[config.mk]
export PLATFORM = sky130hd
export DESIGN_NAME = aesha_absorb_ctrl
export DESIGN_NICKNAME = d
export VERILOG_FILES = /design/src/rtl/aesha_absorb_ctrl.sv
export SDC_FILE = /design/constraint.sdc
export NUM_CORES = 1
export LEC_CHECK = 0
export ABC_AREA = 1
export BUFFER_PORTS_ARGS = -buffer_cell sky130_fd_sc_hd__buf_2
export CAP_MARGIN = 15
export CORE_MARGIN = 3
export CORE_UTILIZATION = 46
export DETAILED_ROUTE_END_ITERATION = 7
export PLACE_DENSITY_LB_ADDON = 0.1
export SLEW_MARGIN = 20
export SYNTH_ARGS = -nofsm -noshare
export SYNTH_HDL_FRONTEND = slang
export SYNTH_SLANG_ARGS = --single-unit
[constraint.sdc]
create_clock -name i_clk -period 1.7 [get_ports i_clk]
set_clock_uncertainty 0.1 [all_clocks]
set_input_delay 0.425 -clock i_clk [delete_from_list [all_inputs] [get_ports i_clk]]
set_output_delay 0.425 -clock i_clk [all_outputs]
set_load 0.02 [all_outputs]
[src/rtl/aesha_absorb_ctrl.sv]
// Absorb sequencer for the AESHA sponge: captures and pads message blocks,
// then steps the state array through one XOR-absorb and NUM_ROUNDS permutation rounds per block.
module aesha_absorb_ctrl #(
  parameter int NUM_ROUNDS = 12,
  parameter int RC_W       = 4
) (
  input  logic            i_clk,
  input  logic            i_rst_n,
  input  logic            i_blk_valid,
  input  logic [31:0]     i_blk_data [0:3],
  input  logic            i_blk_last,
  input  logic [4:0]      i_blk_nbytes,
  output logic            o_blk_ready,
  output logic [31:0]     o_data [0:3],
  output logic            o_init,
  output logic            o_xor_en,
  output logic            o_round_en,
  output logic [RC_W-1:0] o_round_idx,
  output logic            o_busy,
  output logic            o_done
);

  typedef enum logic [2:0] {
    S_IDLE,
    S_ABSORB,
    S_PERMUTE,
    S_PADBLK,
    S_DONE
  } state_t;

  localparam logic [RC_W-1:0] LAST_ROUND = RC_W'(NUM_ROUNDS - 1);
  localparam logic [127:0]    PAD_BLOCK  = {8'h80, 112'd0, 8'h01};

  state_t          state_reg, state_next;
  logic [RC_W-1:0] cnt_reg, cnt_next;
  logic            first_reg, first_next;
  logic            last_reg, last_next;
  logic            full_reg, full_next;
  logic            pad_done_reg, pad_done_next;
  logic            rst_done_reg;
  logic [31:0]     data_reg [0:3];
  logic [31:0]     data_next [0:3];

  logic [4:0]      nb_sat;
  logic            pad_en;
  logic [127:0]    cap_flat;

  assign nb_sat = (i_blk_nbytes > 5'd16) ? 5'd16 : i_blk_nbytes;
  assign pad_en = i_blk_last && (nb_sat != 5'd16);

  // Byte k of the captured block sits at cap_flat[8k +: 8]; padding is applied per byte.
  generate
    for (genvar gi = 0; gi < 16; gi++) begin : g_byte
      localparam logic [4:0] IDX = 5'(gi);
      logic [7:0] b;
      always_comb begin
        b = i_blk_data[gi / 4][8 * (gi % 4) +: 8];
        if (pad_en) begin
          if (IDX == nb_sat)
            b = 8'h01;
          else if (IDX > nb_sat)
            b = 8'h00;
          if (IDX == 5'd15)
            b = b | 8'h80;
        end
      end
      assign cap_flat[8 * gi +: 8] = b;
    end
  endgenerate

  assign o_blk_ready = (state_reg == S_IDLE) && rst_done_reg;

  always_comb begin
    state_next    = state_reg;
    cnt_next      = cnt_reg;
    first_next    = first_reg;
    last_next     = last_reg;
    full_next     = full_reg;
    pad_done_next = pad_done_reg;
    data_next     = data_reg;
    case (state_reg)
      S_IDLE: begin
        if (i_blk_valid && o_blk_ready) begin
          for (int w = 0; w < 4; w++)
            data_next[w] = cap_flat[32 * w +: 32];
          last_next  = i_blk_last;
          full_next  = i_blk_last && (nb_sat == 5'd16);
          state_next = S_ABSORB;
        end
      end
      S_ABSORB: begin
        first_next = 1'b0;
        cnt_next   = '0;
        state_next = S_PERMUTE;
      end
      S_PERMUTE: begin
        if (cnt_reg == LAST_ROUND) begin
          cnt_next = '0;
          if (last_reg && (!full_reg || pad_done_reg))
            state_next = S_DONE;
          else if (last_reg)
            state_next = S_PADBLK;
          else
            state_next = S_IDLE;
        end else begin
          cnt_next = cnt_reg + 1'b1;
        end
      end
      S_PADBLK: begin
        for (int w = 0; w < 4; w++)
          data_next[w] = PAD_BLOCK[32 * w +: 32];
        pad_done_next = 1'b1;
        state_next    = S_ABSORB;
      end
      S_DONE: begin
        first_next    = 1'b1;
        last_next     = 1'b0;
        full_next     = 1'b0;
        pad_done_next = 1'b0;
        state_next    = S_IDLE;
      end
      default: state_next = S_IDLE;
    endcase
  end

  // rst_done_reg keeps ready low while reset is held even though the state is already IDLE.
  always_ff @(posedge i_clk) begin
    if (!i_rst_n) begin
      state_reg    <= S_IDLE;
      cnt_reg      <= '0;
      first_reg    <= 1'b1;
      last_reg     <= 1'b0;
      full_reg     <= 1'b0;
      pad_done_reg <= 1'b0;
      rst_done_reg <= 1'b0;
      for (int w = 0; w < 4; w++)
        data_reg[w] <= '0;
    end else begin
      state_reg    <= state_next;
      cnt_reg      <= cnt_next;
      first_reg    <= first_next;
      last_reg     <= last_next;
      full_reg     <= full_next;
      pad_done_reg <= pad_done_next;
      rst_done_reg <= 1'b1;
      for (int w = 0; w < 4; w++)
        data_reg[w] <= data_next[w];
    end
  end

  generate
    for (genvar gi = 0; gi < 4; gi++) begin : g_out
      assign o_data[gi] = data_reg[gi];
    end
  endgenerate

  assign o_init      = (state_reg == S_ABSORB) && first_reg;
  assign o_xor_en    = (state_reg == S_ABSORB);
  assign o_round_en  = (state_reg == S_PERMUTE);
  assign o_round_idx = cnt_reg;
  assign o_busy      = (state_reg != S_IDLE);
  assign o_done      = (state_reg == S_DONE);

endmodule

Word-level counts from Yosys, hierarchy flattened --
Index checks and enable logic that the tools add are counted.
Operators by class: order comparisons 17, add/sub/neg operators 1, multiplexer cells 65, eq/ne operators 24, reductions and logical operators 19
Operators with widths (number):
- $mux 8 | 46
- $pmux 128 s2 | 1
- $mux 128 | 1
- $eq 4x5->1 const A | 8
- $gt 4x5->1 const A | 8
- $eq 3x5->1 const A | 4
- $gt 3x5->1 const A | 4
- $mux 7 | 2
- $pmux 3 s4 | 1
- $eq 2x5->1 const A | 2
- $gt 1x5->1 const A | 2
- $gt 2x5->1 const A | 2
- $reduce_bool 2->1 | 5
- $mux 3 | 3
- $pmux 1 s2 | 4
- $pmux 4 s2 | 1
- $eq 3x2->1 const B | 2
- $logic_and 1x1->1 | 6
- $reduce_and 2->1 | 3
- $eq 1x5->1 const A | 1
- $eq 5x5->1 const B | 1
- $gt 5x5->1 const B | 1
- $logic_not 5->1 | 1
- $mux 5 | 1
- 13 further kinds | 16
Storage, ports and cells: input bits 137, word-level logic and storage cells 137, output and inout bits 138, flip-flop bits (word level) 140

Longest topological paths before layout --
depth in word-level cells 8, mapped depth 10, gate-level depth less buffers 8

Least setup slack after synthesis --
Ideal clock, no wire load.
path kind register to register, from register state_reg[0], to register data_reg (netlist bit o_data[59]), required time 1468 ps, clock period less this slack 1500 ps, cell stages (with the launch flop) 11, buffers on the path 2, setup slack 200 ps, library setup time 132 ps, arrival 1268 ps, cells stage by stage dfxtp_1 nor2_2 nand3_2 inv_2 nand2_4 nand2_2 inv_4 buf_6 buf_6 nand2_1 a21oi_1
On the way: longest elaborated chain between the ends 5, elaborated cells between the ends (all ways) 8, classes of those cells eq/ne (2); mux (1); reduce/logical (5)
Ends and longest elaborated chain:
- start, declared | RTL line 34 | state_t state_reg, state_next;
- start signal, assigned | RTL line 139 | state_reg <= state_next;
- $logic_not 3->1 | RTL line 71 | assign o_blk_ready = (state_reg == S_IDLE) && rst_done_reg;
- $logic_and 1x1->1 | RTL line 71
- net o_blk_ready | RTL line 13 | output logic o_blk_ready,
- $logic_and 1x1->1 | RTL line 83 | if (i_blk_valid && o_blk_ready) begin
- $ne 2x1->1 (no source line)
- $reduce_and 2->1 (no source line)
- end signal, assigned by index | RTL line 147 | data_reg[w] <= data_next[w];
- end, declared | RTL line 41 | logic [31:0] data_reg [0:3];
The timed path passes the listed nets, and every way through them passes these cells. A chain may end at the register's enable or synchronous reset.

Worst setup path after layout --
from register state_reg[0], to output port o_init
On the way: longest elaborated chain between the ends 2
Ends and longest elaborated chain:
- $eq 3x1->1 | RTL line 157 | assign o_init = (state_reg == S_ABSORB) && first_reg;
- $logic_and 1x1->1 | RTL line 157
- end, declared | RTL line 15 | output logic o_init,
No other way between the ends.

==> implementation parameters <==
Parameter                              Value

Worst setup path
  Start of the worst register-to-register path    state_reg[0]
  Data required time at the worst endpoint    1.17 ns
  FF-to-FF setup slack    -0.07 ns
  Cells on worst reg2reg path    9
  Capturing element type of the critical path    primary output
  Worst setup path endpoint    o_init
  Data arrival time of the critical path    1.29 ns
  Worst reg2reg endpoint    o_data[45]
  Crit Path Category    reg2out
  Worst setup SP type    flop
  Start point of the critical path    state_reg[0]
  Worst-path maximum fanout    3

Die
  Die area    0.0135 sq mm
  Count of boundary I/O pins    275
  Die span in y    116 um
  Std cell rows    39
  Core area    0.0117 sq mm
  Initial Utilization    47.9%
  Width of the die    116 um

Cells and area
  Commonest cells after routing, fill and taps aside    buf_2, nand2_1, dfxtp_1, a21oi_1, a21oi_2
  Leading cell type in the layout, fill and taps excluded    buf_2
  Max FFs per register    128
  Net total in the final layout    1180
  Count of placed standard cells in the final layout, fillers left out    1198
  Layout overhead on the synthesized area    60.5%
  Layout cell share with drive strength beyond 1    50.5%

Placed design
  Final Wtd Congestion    0.890
  Post-DP HPWL    12800 um
  Placed cell count    1136
  Number of buffers inserted by port buffering    274

Timing
  Setup repair after global routing missed its margin    yes
  Aggregate negative setup slack    -1.22 ns
  Post-layout min period    1.81 ns
  Count of final setup violators    36
  Final count of pins violating max slew    0
  Fmax    551 MHz
  Slew Limit Headroom    54.3%
  Hold violation count in the final report    0
  Hold WS    0.132 ns
  Setup WS post-layout    -0.114 ns
  Worst Tran Pin Value    0.683 ns
  Portion of the clock cycle consumed by the worst path in the final layout    107%

Synth
  Async set-or-reset flop fraction in the synthesized netlist    0%
  Distinct cell type count after synthesis    32
  Cell Area, Synth    0.00559 sq mm
  Sequential-to-total area share from yosys stat    50.2%
  Count of flip-flops with a built-in enable after synthesis    0
  Synth area leaders    dfxtp_1, nand2_1, a21oi_1
  Number of nets produced by synthesis    869
  Register bit total from synthesis    140
  Cell taking the most area after synthesis    dfxtp_1
  Average instance area after synthesis    7.64 sq um
  Predominant post-synthesis flop cell    dfxtp_1
  Synth top area share    50.2%
  Instance count of the mapped netlist    731
  Count of synthesis-stage warnings from yosys    0

Clock network
  CTS root buffer    clkbuf_16
  Worst-case clock buffer depth    2
  Num CTS Buffers    17
  Clock tree from TritonCTS    yes
  Insertion delay to the later sink of the worst-skew pair    0.42 ns
  CTS H-tree depth    4
  Number of sinks on the clock net    140
  Clk pin slew, worst setup/hold paths    0.06 ns

Drt
  Avg Vias per Cell    5.21
  Total wirelength of the detailed-routed design    20200 um
  Total via count after detailed routing    6240
  DR DRC count    0
  Remaining number of nets flagged by the antenna check after routing    0
  Routed wire length per instance    16.9 um
  First DRT Iteration DRCs    328
  Pre-Repair DR Iteration Count    7

Flow run
  Number of max-cap violations    0

Outcome
  Status    finished with violations
  Violations in the final reports    negative setup slack

Global routing
  Global-route congestion overflow total    0
  Maximum number of pins on one net before global-route repair    60
  Number of antenna violations at the first check in global routing    1
  Vias in the first global route    5451
  Wire length of the first global-routing pass    27200 um
  Global-route usage over all layers    25.9%

Pwr
  Maximum VDD drop    751 uV
  Power per cell area    1290 mW/mm^2
  Leakage Power    4.00 nW

Min path
  Kind of path behind the tightest hold check    in2reg
-- cells by family after synthesis --
logic type | Yosys count | share of synthesized area, %
buf+inv | 72 | 6.56
xor+xnor | 1 | 0.157
simple gates | 366 | 28.9
flops | 140 | 50.2
fa+ha+maj | 1 | 0.224
compound gates | 151 | 14.0
-- layer usage --
metal | vias to the layer above | wire, um | global-route usage, %
met5 | - | 11 | 0
met4 | 2 | 428 | 9.20
met3 | 35 | 1590 | 9.43
met2 | 238 | 9940 | 43.7
met1 | 2910 | 8230 | 30.5
li1 | 3055 | - | -
-- Yosys cell counts (4+ instances only) --
| cell | number |
|---|---|
| a21oi_1 | 133 |
| buf_2 | 12 |
| buf_4 | 9 |
| buf_6 | 6 |
| clkbuf_1 | 15 |
| dfxtp_1 | 140 |
| inv_1 | 23 |
| inv_2 | 5 |
| nand2_1 | 215 |
| nand2_2 | 4 |
| nand3_1 | 89 |
| nand4_1 | 8 |
| nor2_1 | 30 |
| nor2_2 | 5 |
| nor2_4 | 5 |
| o21ai_0 | 9 |
-- critical path, stage by stage, from the launching register on --
cell and delay (ns):
dfxtp_4 0.37, inv_2 0.05, nor2_1 0.08, nand2_1 0.10, nor2_1 0.12, buf_4 0.15
-- area by class of cell --
cell class | instances | area, sq um
diodes | 1 | 2.50
clock buffers | 23 | 468
clock inverters | 8 | 92.6
fillers | 887 | 2700
inverters | 30 | 138
multi-input cells | 519 | 3080
flip-flops and latches | 140 | 2810
well taps | 143 | 179
repair buffers | 334 | 2190
-- through the flow --
stage / setup slack [ns] / area [sq um] / power, W / util (%)
detailed placement: 0.000803 / 7240 / 0.00681 / 62.1
floorplan: 0.200 / 5590 / 0.00579 / -
global route: -0.195 / 8960 / 0.0121 / 76.8
finish: -0.114 / 8960 / 0.0115 / 76.9
CTS: -0.0920 / 7910 / 0.0106 / 67.9
global placement: 0.0175 / 7240 / 0.00679 / 62.1
-- power by group --
part	switching, W	internal [W]
sequential	0.000219	0.00369
combinational	0.00236	0.00170
clock	0.00135	0.00221
-- worst min-delay path by stage --
| stage | startpoint | end | slack (ns) | cells past startpoint |
|---|---|---|---|---|
| global placement | o_data[77] | o_data[77] | 0.34 | 2 |
| finish | i_blk_data[96] | o_data[96] | 0.13 | 3 |
| global route | i_blk_data[85] | o_data[85] | 0.13 | 3 |
| CTS | i_blk_data[96] | o_data[96] | 0.11 | 3 |
| floorplan | first_reg | first_reg | 0.34 | 2 |
| detailed placement | o_data[86] | o_data[86] | 0.35 | 2 |
-- repair_timing --
item	in CTS	in global routing
cloned	0	11
buffers inserted	8	11
endpoints found under the setup margin	6	104
gates resized for setup	22	171
hold buffers	0	0
pin swaps	4	103
No activity file was read; power rests on OpenSTA's default activity.
